$ cat src/rtl/plic_target_arb_if.sv
// Bundle of the gateway, register-interface and target-facing signals of the
// multi-target PLIC arbiter; master drives requests, slave is the arbiter.
interface plic_target_arb_if #(
    parameter int SOURCES       = 8,
    parameter int TARGETS       = 2,
    parameter int PRIORITIES    = 7,
    parameter int SOURCES_BITS  = $clog2(SOURCES + 1),
    parameter int PRIORITY_BITS = $clog2(PRIORITIES + 1)
);
    logic [SOURCES-1:0]               pending_i;
    logic [SOURCES*PRIORITY_BITS-1:0] priority_i;
    logic [TARGETS*SOURCES-1:0]       enable_i;
    logic [TARGETS*PRIORITY_BITS-1:0] threshold_i;
    logic [TARGETS-1:0]               claim_i;
    logic [TARGETS-1:0]               complete_i;
    logic [TARGETS*SOURCES_BITS-1:0]  complete_id_i;
    logic [TARGETS-1:0]               ireq_o;
    logic [TARGETS*SOURCES_BITS-1:0]  id_o;
    logic [TARGETS-1:0]               claim_valid_o;
    logic [TARGETS*SOURCES_BITS-1:0]  claim_id_o;
    logic [SOURCES-1:0]               gw_claim_o;
    logic [SOURCES-1:0]               inservice_o;

    modport master (
        output pending_i, priority_i, enable_i, threshold_i,
        output claim_i, complete_i, complete_id_i,
        input  ireq_o, id_o, claim_valid_o, claim_id_o, gw_claim_o, inservice_o
    );

    modport slave (
        input  pending_i, priority_i, enable_i, threshold_i,
        input  claim_i, complete_i, complete_id_i,
        output ireq_o, id_o, claim_valid_o, claim_id_o, gw_claim_o, inservice_o
    );
endinterface

$ cat src/rtl/plic_target_arb.sv
// Multi-target PLIC arbiter: per-target registered max-priority selection,
// threshold-gated request, and claim/complete tracking of in-service sources.
module plic_target_arb #(
    parameter int SOURCES    = 8,
    parameter int TARGETS    = 2,
    parameter int PRIORITIES = 7
) (
    input  logic             clk_i,
    input  logic             rst_i,
    plic_target_arb_if.slave bus
);
    localparam int SOURCES_BITS  = $clog2(SOURCES + 1);
    localparam int PRIORITY_BITS = $clog2(PRIORITIES + 1);

    logic [SOURCES-1:0][PRIORITY_BITS-1:0] prio;
    logic [TARGETS-1:0][SOURCES-1:0]       enable;
    logic [TARGETS-1:0][PRIORITY_BITS-1:0] threshold;
    logic [TARGETS-1:0][SOURCES_BITS-1:0]  complete_id;

    assign prio        = bus.priority_i;
    assign enable      = bus.enable_i;
    assign threshold   = bus.threshold_i;
    assign complete_id = bus.complete_id_i;

    logic [SOURCES-1:0]                    inservice_q, inservice_d;
    logic [TARGETS-1:0][SOURCES_BITS-1:0]  id_q, id_d;
    logic [TARGETS-1:0][PRIORITY_BITS-1:0] best_pr_q, best_pr_d;
    logic [TARGETS-1:0]                    ireq_q, ireq_d;
    logic [TARGETS-1:0]                    claim_valid_q, claim_valid_d;
    logic [TARGETS-1:0][SOURCES_BITS-1:0]  claim_id_q, claim_id_d;
    logic [SOURCES-1:0]                    gw_claim_q, gw_claim_d;

    logic [SOURCES-1:0] set_mask;
    logic [SOURCES-1:0] clr_mask;

    // Strict '>' against a zero start both rejects priority 0 and keeps the
    // lowest index on a tie.
    always_comb begin
        id_d      = '0;
        best_pr_d = '0;
        ireq_d    = '0;
        for (int t = 0; t < TARGETS; t++) begin
            for (int s = 0; s < SOURCES; s++) begin
                if (bus.pending_i[s] && enable[t][s] && !inservice_q[s] &&
                    (prio[s] > best_pr_d[t])) begin
                    best_pr_d[t] = prio[s];
                    id_d[t]      = SOURCES_BITS'(s + 1);
                end
            end
            ireq_d[t] = best_pr_d[t] > threshold[t];
        end
    end

    // Lower-indexed targets claim first; set_mask doubles as the "already
    // granted this cycle" record. Completes only clear bits already in service,
    // so set and clear never touch the same bit.
    always_comb begin
        set_mask      = '0;
        clr_mask      = '0;
        claim_valid_d = bus.claim_i;
        claim_id_d    = claim_id_q;
        for (int t = 0; t < TARGETS; t++) begin
            if (bus.claim_i[t]) begin
                claim_id_d[t] = '0;
                for (int s = 0; s < SOURCES; s++) begin
                    if (ireq_q[t] && (best_pr_q[t] != '0) &&
                        (id_q[t] == SOURCES_BITS'(s + 1)) &&
                        !inservice_q[s] && !set_mask[s]) begin
                        set_mask[s]   = 1'b1;
                        claim_id_d[t] = id_q[t];
                    end
                end
            end
        end
        for (int t = 0; t < TARGETS; t++) begin
            if (bus.complete_i[t]) begin
                for (int s = 0; s < SOURCES; s++) begin
                    if ((complete_id[t] == SOURCES_BITS'(s + 1)) && inservice_q[s]) begin
                        clr_mask[s] = 1'b1;
                    end
                end
            end
        end
        inservice_d = (inservice_q & ~clr_mask) | set_mask;
        gw_claim_d  = set_mask;
    end

    always_ff @(posedge clk_i) begin
        if (rst_i) begin
            inservice_q   <= '0;
            id_q          <= '0;
            best_pr_q     <= '0;
            ireq_q        <= '0;
            claim_valid_q <= '0;
            claim_id_q    <= '0;
            gw_claim_q    <= '0;
        end else begin
            inservice_q   <= inservice_d;
            id_q          <= id_d;
            best_pr_q     <= best_pr_d;
            ireq_q        <= ireq_d;
            claim_valid_q <= claim_valid_d;
            claim_id_q    <= claim_id_d;
            gw_claim_q    <= gw_claim_d;
        end
    end

    assign bus.ireq_o        = ireq_q;
    assign bus.id_o          = id_q;
    assign bus.claim_valid_o = claim_valid_q;
    assign bus.claim_id_o    = claim_id_q;
    assign bus.gw_claim_o    = gw_claim_q;
    assign bus.inservice_o   = inservice_q;
endmodule

$ cat src/flat_wrapper.sv
// flat-port wrapper written by rule: the top's interface ports become plain ports
module plic_target_arb_flat 
#(
    parameter int SOURCES    = 8,
    parameter int TARGETS    = 2,
    parameter int PRIORITIES = 7
)
  (clk_i, rst_i, bus_pending_i, bus_priority_i, bus_enable_i, bus_threshold_i, bus_claim_i, bus_complete_i, bus_complete_id_i, bus_ireq_o, bus_id_o, bus_claim_valid_o, bus_claim_id_o, bus_gw_claim_o, bus_inservice_o);
  plic_target_arb_if #(.SOURCES(SOURCES), .TARGETS(TARGETS), .PRIORITIES(PRIORITIES)) bus_i ();
  input  logic clk_i;
  input  logic rst_i;
  input wire logic [$bits(bus_i.pending_i)-1:0] bus_pending_i;
  input wire logic [$bits(bus_i.priority_i)-1:0] bus_priority_i;
  input wire logic [$bits(bus_i.enable_i)-1:0] bus_enable_i;
  input wire logic [$bits(bus_i.threshold_i)-1:0] bus_threshold_i;
  input wire logic [$bits(bus_i.claim_i)-1:0] bus_claim_i;
  input wire logic [$bits(bus_i.complete_i)-1:0] bus_complete_i;
  input wire logic [$bits(bus_i.complete_id_i)-1:0] bus_complete_id_i;
  output wire logic [$bits(bus_i.ireq_o)-1:0] bus_ireq_o;
  output wire logic [$bits(bus_i.id_o)-1:0] bus_id_o;
  output wire logic [$bits(bus_i.claim_valid_o)-1:0] bus_claim_valid_o;
  output wire logic [$bits(bus_i.claim_id_o)-1:0] bus_claim_id_o;
  output wire logic [$bits(bus_i.gw_claim_o)-1:0] bus_gw_claim_o;
  output wire logic [$bits(bus_i.inservice_o)-1:0] bus_inservice_o;
  assign bus_i.pending_i = bus_pending_i;
  assign bus_i.priority_i = bus_priority_i;
  assign bus_i.enable_i = bus_enable_i;
  assign bus_i.threshold_i = bus_threshold_i;
  assign bus_i.claim_i = bus_claim_i;
  assign bus_i.complete_i = bus_complete_i;
  assign bus_i.complete_id_i = bus_complete_id_i;
  assign bus_ireq_o = bus_i.ireq_o;
  assign bus_id_o = bus_i.id_o;
  assign bus_claim_valid_o = bus_i.claim_valid_o;
  assign bus_claim_id_o = bus_i.claim_id_o;
  assign bus_gw_claim_o = bus_i.gw_claim_o;
  assign bus_inservice_o = bus_i.inservice_o;
  plic_target_arb #(.SOURCES(SOURCES), .TARGETS(TARGETS), .PRIORITIES(PRIORITIES)) u_core (.clk_i(clk_i), .rst_i(rst_i), .bus(bus_i));
endmodule
$ cat config.mk
export PLATFORM = sky130hd
export DESIGN_NAME = plic_target_arb_flat
export DESIGN_NICKNAME = d
export VERILOG_FILES = /design/src/rtl/plic_target_arb_if.sv /design/src/rtl/plic_target_arb.sv /design/src/flat_wrapper.sv
export SDC_FILE = /design/constraint.sdc
export NUM_CORES = 1
export LEC_CHECK = 0
export ABC_AREA = 1
export ABC_CLOCK_PERIOD_IN_PS = 12020
export BUFFER_PORTS_ARGS = -buffer_cell sky130_fd_sc_hd__clkbuf_2
export CORE_ASPECT_RATIO = 0.75
export CORE_MARGIN = 1
export CORE_UTILIZATION = 35
export DETAILED_ROUTE_END_ITERATION = 16
export SYNTH_ARGS = -nofsm -noshare
export SYNTH_HDL_FRONTEND = slang
export SYNTH_SLANG_ARGS = --single-unit
$ cat constraint.sdc
create_clock -name clk_i -period 12.02 [get_ports clk_i]
set_clock_uncertainty 0.2 [all_clocks]
set_input_delay 2.404 -clock clk_i [delete_from_list [all_inputs] [get_ports clk_i]]
set_output_delay 2.404 -clock clk_i [all_outputs]
set_load 0.005 [all_outputs]
After elaboration in Yosys (flattened, before gate mapping). Cells that the tools add are included.

Bits in registers: 42. Latch bits: 0. Bits in writable memories: 0. Bits in read-only memories: 0. Input bits: 68. Output and inout bits: 36. Logic and storage cells: 274. Memories: 0.

Add/sub/neg operators: 0. Multiply operators: 0. Divide/modulo/power cells: 0. Order comparisons: 17. Equality and inequality tests: 32. Shifts and indexed selects: 0. Muxes and demuxes: 84. Bitwise operators: 3. Reductions and logical operators: 126.

Operators by type and width (count): logical AND 1 bit (106); 2-to-1 mux 4 bit (24); equality test 4 x 3 -> 1 bit, second input constant (16); 2-to-1 mux 3 bit (20); > comparator 3 bit (16); 2-to-1 mux 1 bit (34); equality test 4 x 2 -> 1 bit, second input constant (8); 2-to-1 mux 8 bit (4); equality test 4 x 1 -> 1 bit, second input constant (4); equality test 4 bit, second input constant (4); zero test 1 bit (16); AND 8 bit (1); inverter 8 bit (1); bitwise OR 8 bit (1); nonzero test 3 bit (2); 2-to-1 mux 2 bit (2); OR reduction 2 bit (2); > comparator 3 x 1 -> 1 bit, second input constant (1).

Longest topological paths before layout.
Depth in word-level cells: 26. Mapped depth: 66. Mapped depth without buffers: 66.

Least setup slack after synthesis. Ideal clock, no wire load.

Path kind: in2reg. From: input bus_enable_i[8]. To: register u_core.ireq_q[1], in the netlist u_core.bus.ireq_o[1]. Library setup time: 127 ps. Arrival time: 9910 ps. Required time: 11693 ps. Path slack: 1783 ps. Stages: 59. Path buffers: 0. Path through: nand2_1 > nor2_2 > inv_2 > nor2_8 > inv_1 > ha_1 > nand2_1 > nor2_4 > nor2_4 > nand2_2 > nand2_1 > o21ai_0 > ha_1 > nor2_1 > or2_2 > nand3_2 > nand3_2 > nand2_2 > [... 23 more ...] > o21ai_4 > ha_1 > o31ai_1 > inv_1 > nand2_4 > nand3_1 > and2_1 > ha_1 > nand2_1 > o21ai_0 > nand2_1 > o21ai_0 > inv_1 > ha_1 > nand2_1 > nor2_1 > a211oi_1 > a311oi_1.

RTL lines: from (decl) (RTL line flat_wrapper.sv:14) `input wire logic [$bits(bus_i.enable_i)-1:0] bus_enable_i;`; to (signal assigned) (RTL line plic_target_arb.sv:101) `ireq_q <= ireq_d;`; to (decl) (RTL line plic_target_arb.sv:28) `logic [TARGETS-1:0] ireq_q, ireq_d;`.

==> qor.csv <==
metric;value;unit
footprint of the multi-input gates;2490;um2
sequential share of power;0.318;
status;finished, final reports clean;
Sw Pwr;0.174;mW
row cnt;32;
Placed Cells;811;
top fanout value on the critical path;8;
final worst slack;983;ps
initial core utilization;0.361;
1st-pass router iterations;4;
CTS Buf Count;5;
Most used DFF post-synth;dfxtp_1;
Post-synth ARST share;0;
H-tree Lvls;2;
Die Y;91.4;um
hold-fix buffers at CTS;0;
worst vdd ir;48.1;uV
Final Cell Area;4550;um2
Tot Pwr;0.496;mW
yosys warns;0;
Finished Core Util;0.440;
# Post-CTS Setup Buffers;0;
Initial DRC Count;269;
max layer used;met4;
dpl hpwl;9290;um
io pins;104;
global-route wire length before repair;18100;um
CP max stage cell;ha_1;
Synthesized Nets;676;
syn avg cell area;6.45;um2
largest net degree at the start of global routing;37;
Slew HR;0.504;
antenna viol nets, final;0;
die width;121;um
met2 wire length;4660;um
HP Class;reg -> reg;
post-DR vias/cell;5.04;
Metal-1 WL;5390;um
crit path kind;in -> reg;
most common library cell in the layout ignoring fill and taps;nand2_1;
dpl cell area;4380;um2
met3 routed WL;695;um
top area cells in the synthesized netlist;dfxtp_1 23%, nand2_1 13%, ha_1 10%;
vias in the first global route;3852;
Total GRT Usage;0.202;
synthesis-stage register bit count;42;
crit end category;flop;
Fin. Hold Viols;0;
routability cong.;0.902;
TritonCTS clock tree;yes;
actual slew at the worst max-slew pin;744;ps
initial antenna violation count;0;
Tmin final;11040;ps
xor/xnor cell area share of the yosys netlist;0;
clock transition at the registers of the reported paths;60;ps
Overflow after GRT;0;
full die area;11100;um2
CTS sink cnt;42;
Synth Area in Simple Gates;0.418;
P_int;0.322;mW
Place WS;364;ps
unrepaired setup endpoints after global routing;false;
Worst path max stage delay;310;ps
area occupied by registers;841;um2
Synth area leader;dfxtp_1;
Post-Route WL;10800;um
# diodes;0;
cts repair resizes;0;
post-synthesis adder-cell area fraction;0.101;
CTS root buffer;clkbuf_16;
Slew Viols, Final;0;
Most Frequent Cell on Critical Path;ha_1;
Final period util;0.918;
PD cells;109;nW/um2
commonest cells after routing, fill and taps aside;133 x nand2_1, 103 x clkbuf_2, 89 x inv_1;
final hold slack;269;ps
Synth cell types;41;
register area share after synthesis;0.226;
PortBufs;103;
critical path data required time;11950;ps
worst skew pair latency;280;ps
Synth Instances;578;
Worst EP arrival;10970;ps
DR vias;4122;
Layout fillers;1078;
share of synthesized area spent on multiplexers;0;
largest family of logic cells by synthesized area;simple AND/OR/NAND/NOR gates;
Synth top area share;0.226;
final setup fails;0;
non-filler instance count after layout;818;
switching part of the total power;0.350;
clock buffer depth;2;
Core ar.;10300;um2
Area Growth Syn to Fin;22.0;%
clock share of power;0.308;
Compound-Gate Fraction of Synth Area;0.150;
layout cells sized above 1;0.255;
Pleak;2.41;nW
# DRC;0;
Synth Cell Area;3730;um2
crit start category;input pin;
wire length per cell;13.3;um
max-cap check violation count;0;
total negative slack;0;ps
FMAX;0.0906;GHz
EDFF count, synth;0;
Comb power frac;0.374;
nets@finish;780;
critical path, delay by kind of cell:
kind                     cells  cell delay, ps
adder cells (fa/ha/maj)      8            2310
AO/OA/AOI/OAI               12            2360
buffers and inverters        7             570
AND/OR/NAND/NOR             31            3350
power groups by stage:
stage	logic (mW)	registers [mW]	clock network, mW
after floorplan	0.133	0.159	0
after global placement	0.179	0.161	0
after detailed placement	0.184	0.161	0
after CTS	0.185	0.158	0.155
after global routing	0.212	0.159	0.162
final	0.186	0.158	0.153
flip-flops by register name, summed over array words and instances (netlist names):
signal and flops:
u_core.bus.claim_id_o 8, u_core.bus.claim_valid_o 2, u_core.bus.ireq_o 2, u_core.best_pr_q 6, u_core.bus.gw_claim_o 8, u_core.bus.inservice_o 8
u_core.bus.id_o 8
layout make-up:
cell class | instances | share of cell area
Sequential cell | 42 | 0.185
Clock inverter | 1 | 0.00660
Multi-Input combinational cell | 435 | 0.549
Inverter | 95 | 0.0784
Timing Repair Buffer | 103 | 0.113
Clock buffer | 6 | 0.0305
Tap cell | 136 | 0.0374
cells in the mapped netlist (9+ instances only):
cell and count:
nand3_2 13, nand2_2 21, inv_1 89, dfxtp_1 42
nor2_1 48, nor3_1 19, nand2_1 133, a21oi_1 26
ha_1 30, nand2_4 9, o21ai_0 27, nand3_1 59
worst paths after layout:
kind / startpoint / endpoint / slack (ps) / cells after the start
worst min register to register: u_core.bus.claim_id_o[2] / u_core.bus.claim_id_o[2] / 270 / 2
worst max register to register: u_core.bus.inservice_o[0] / u_core.bus.ireq_o[1] / 2760 / 56
worst min-delay path: u_core.bus.claim_id_o[2] / u_core.bus.claim_id_o[2] / 270 / 2
worst max-delay path: bus_pending_i[0] / u_core.bus.ireq_o[1] / 980 / 58
routing by layer:
metal | vias to the layer above | global-route usage
met5 | - | 0
li1 | 2115 | -
met3 | 11 | 0.0302
met2 | 150 | 0.326
met1 | 1846 | 0.286
met4 | 0 | 0.0298
logic make-up (layout without fill, tap and decap cells):
logic type	count (synthesis)	after routing
and+or+nand+nor	318	318
buffers and inverters	101	205
adders and majority gates	30	30
DFF	42	42
AOI/OAI and AO/OA	87	87
Note: power is estimated with default switching activity, not from simulation.
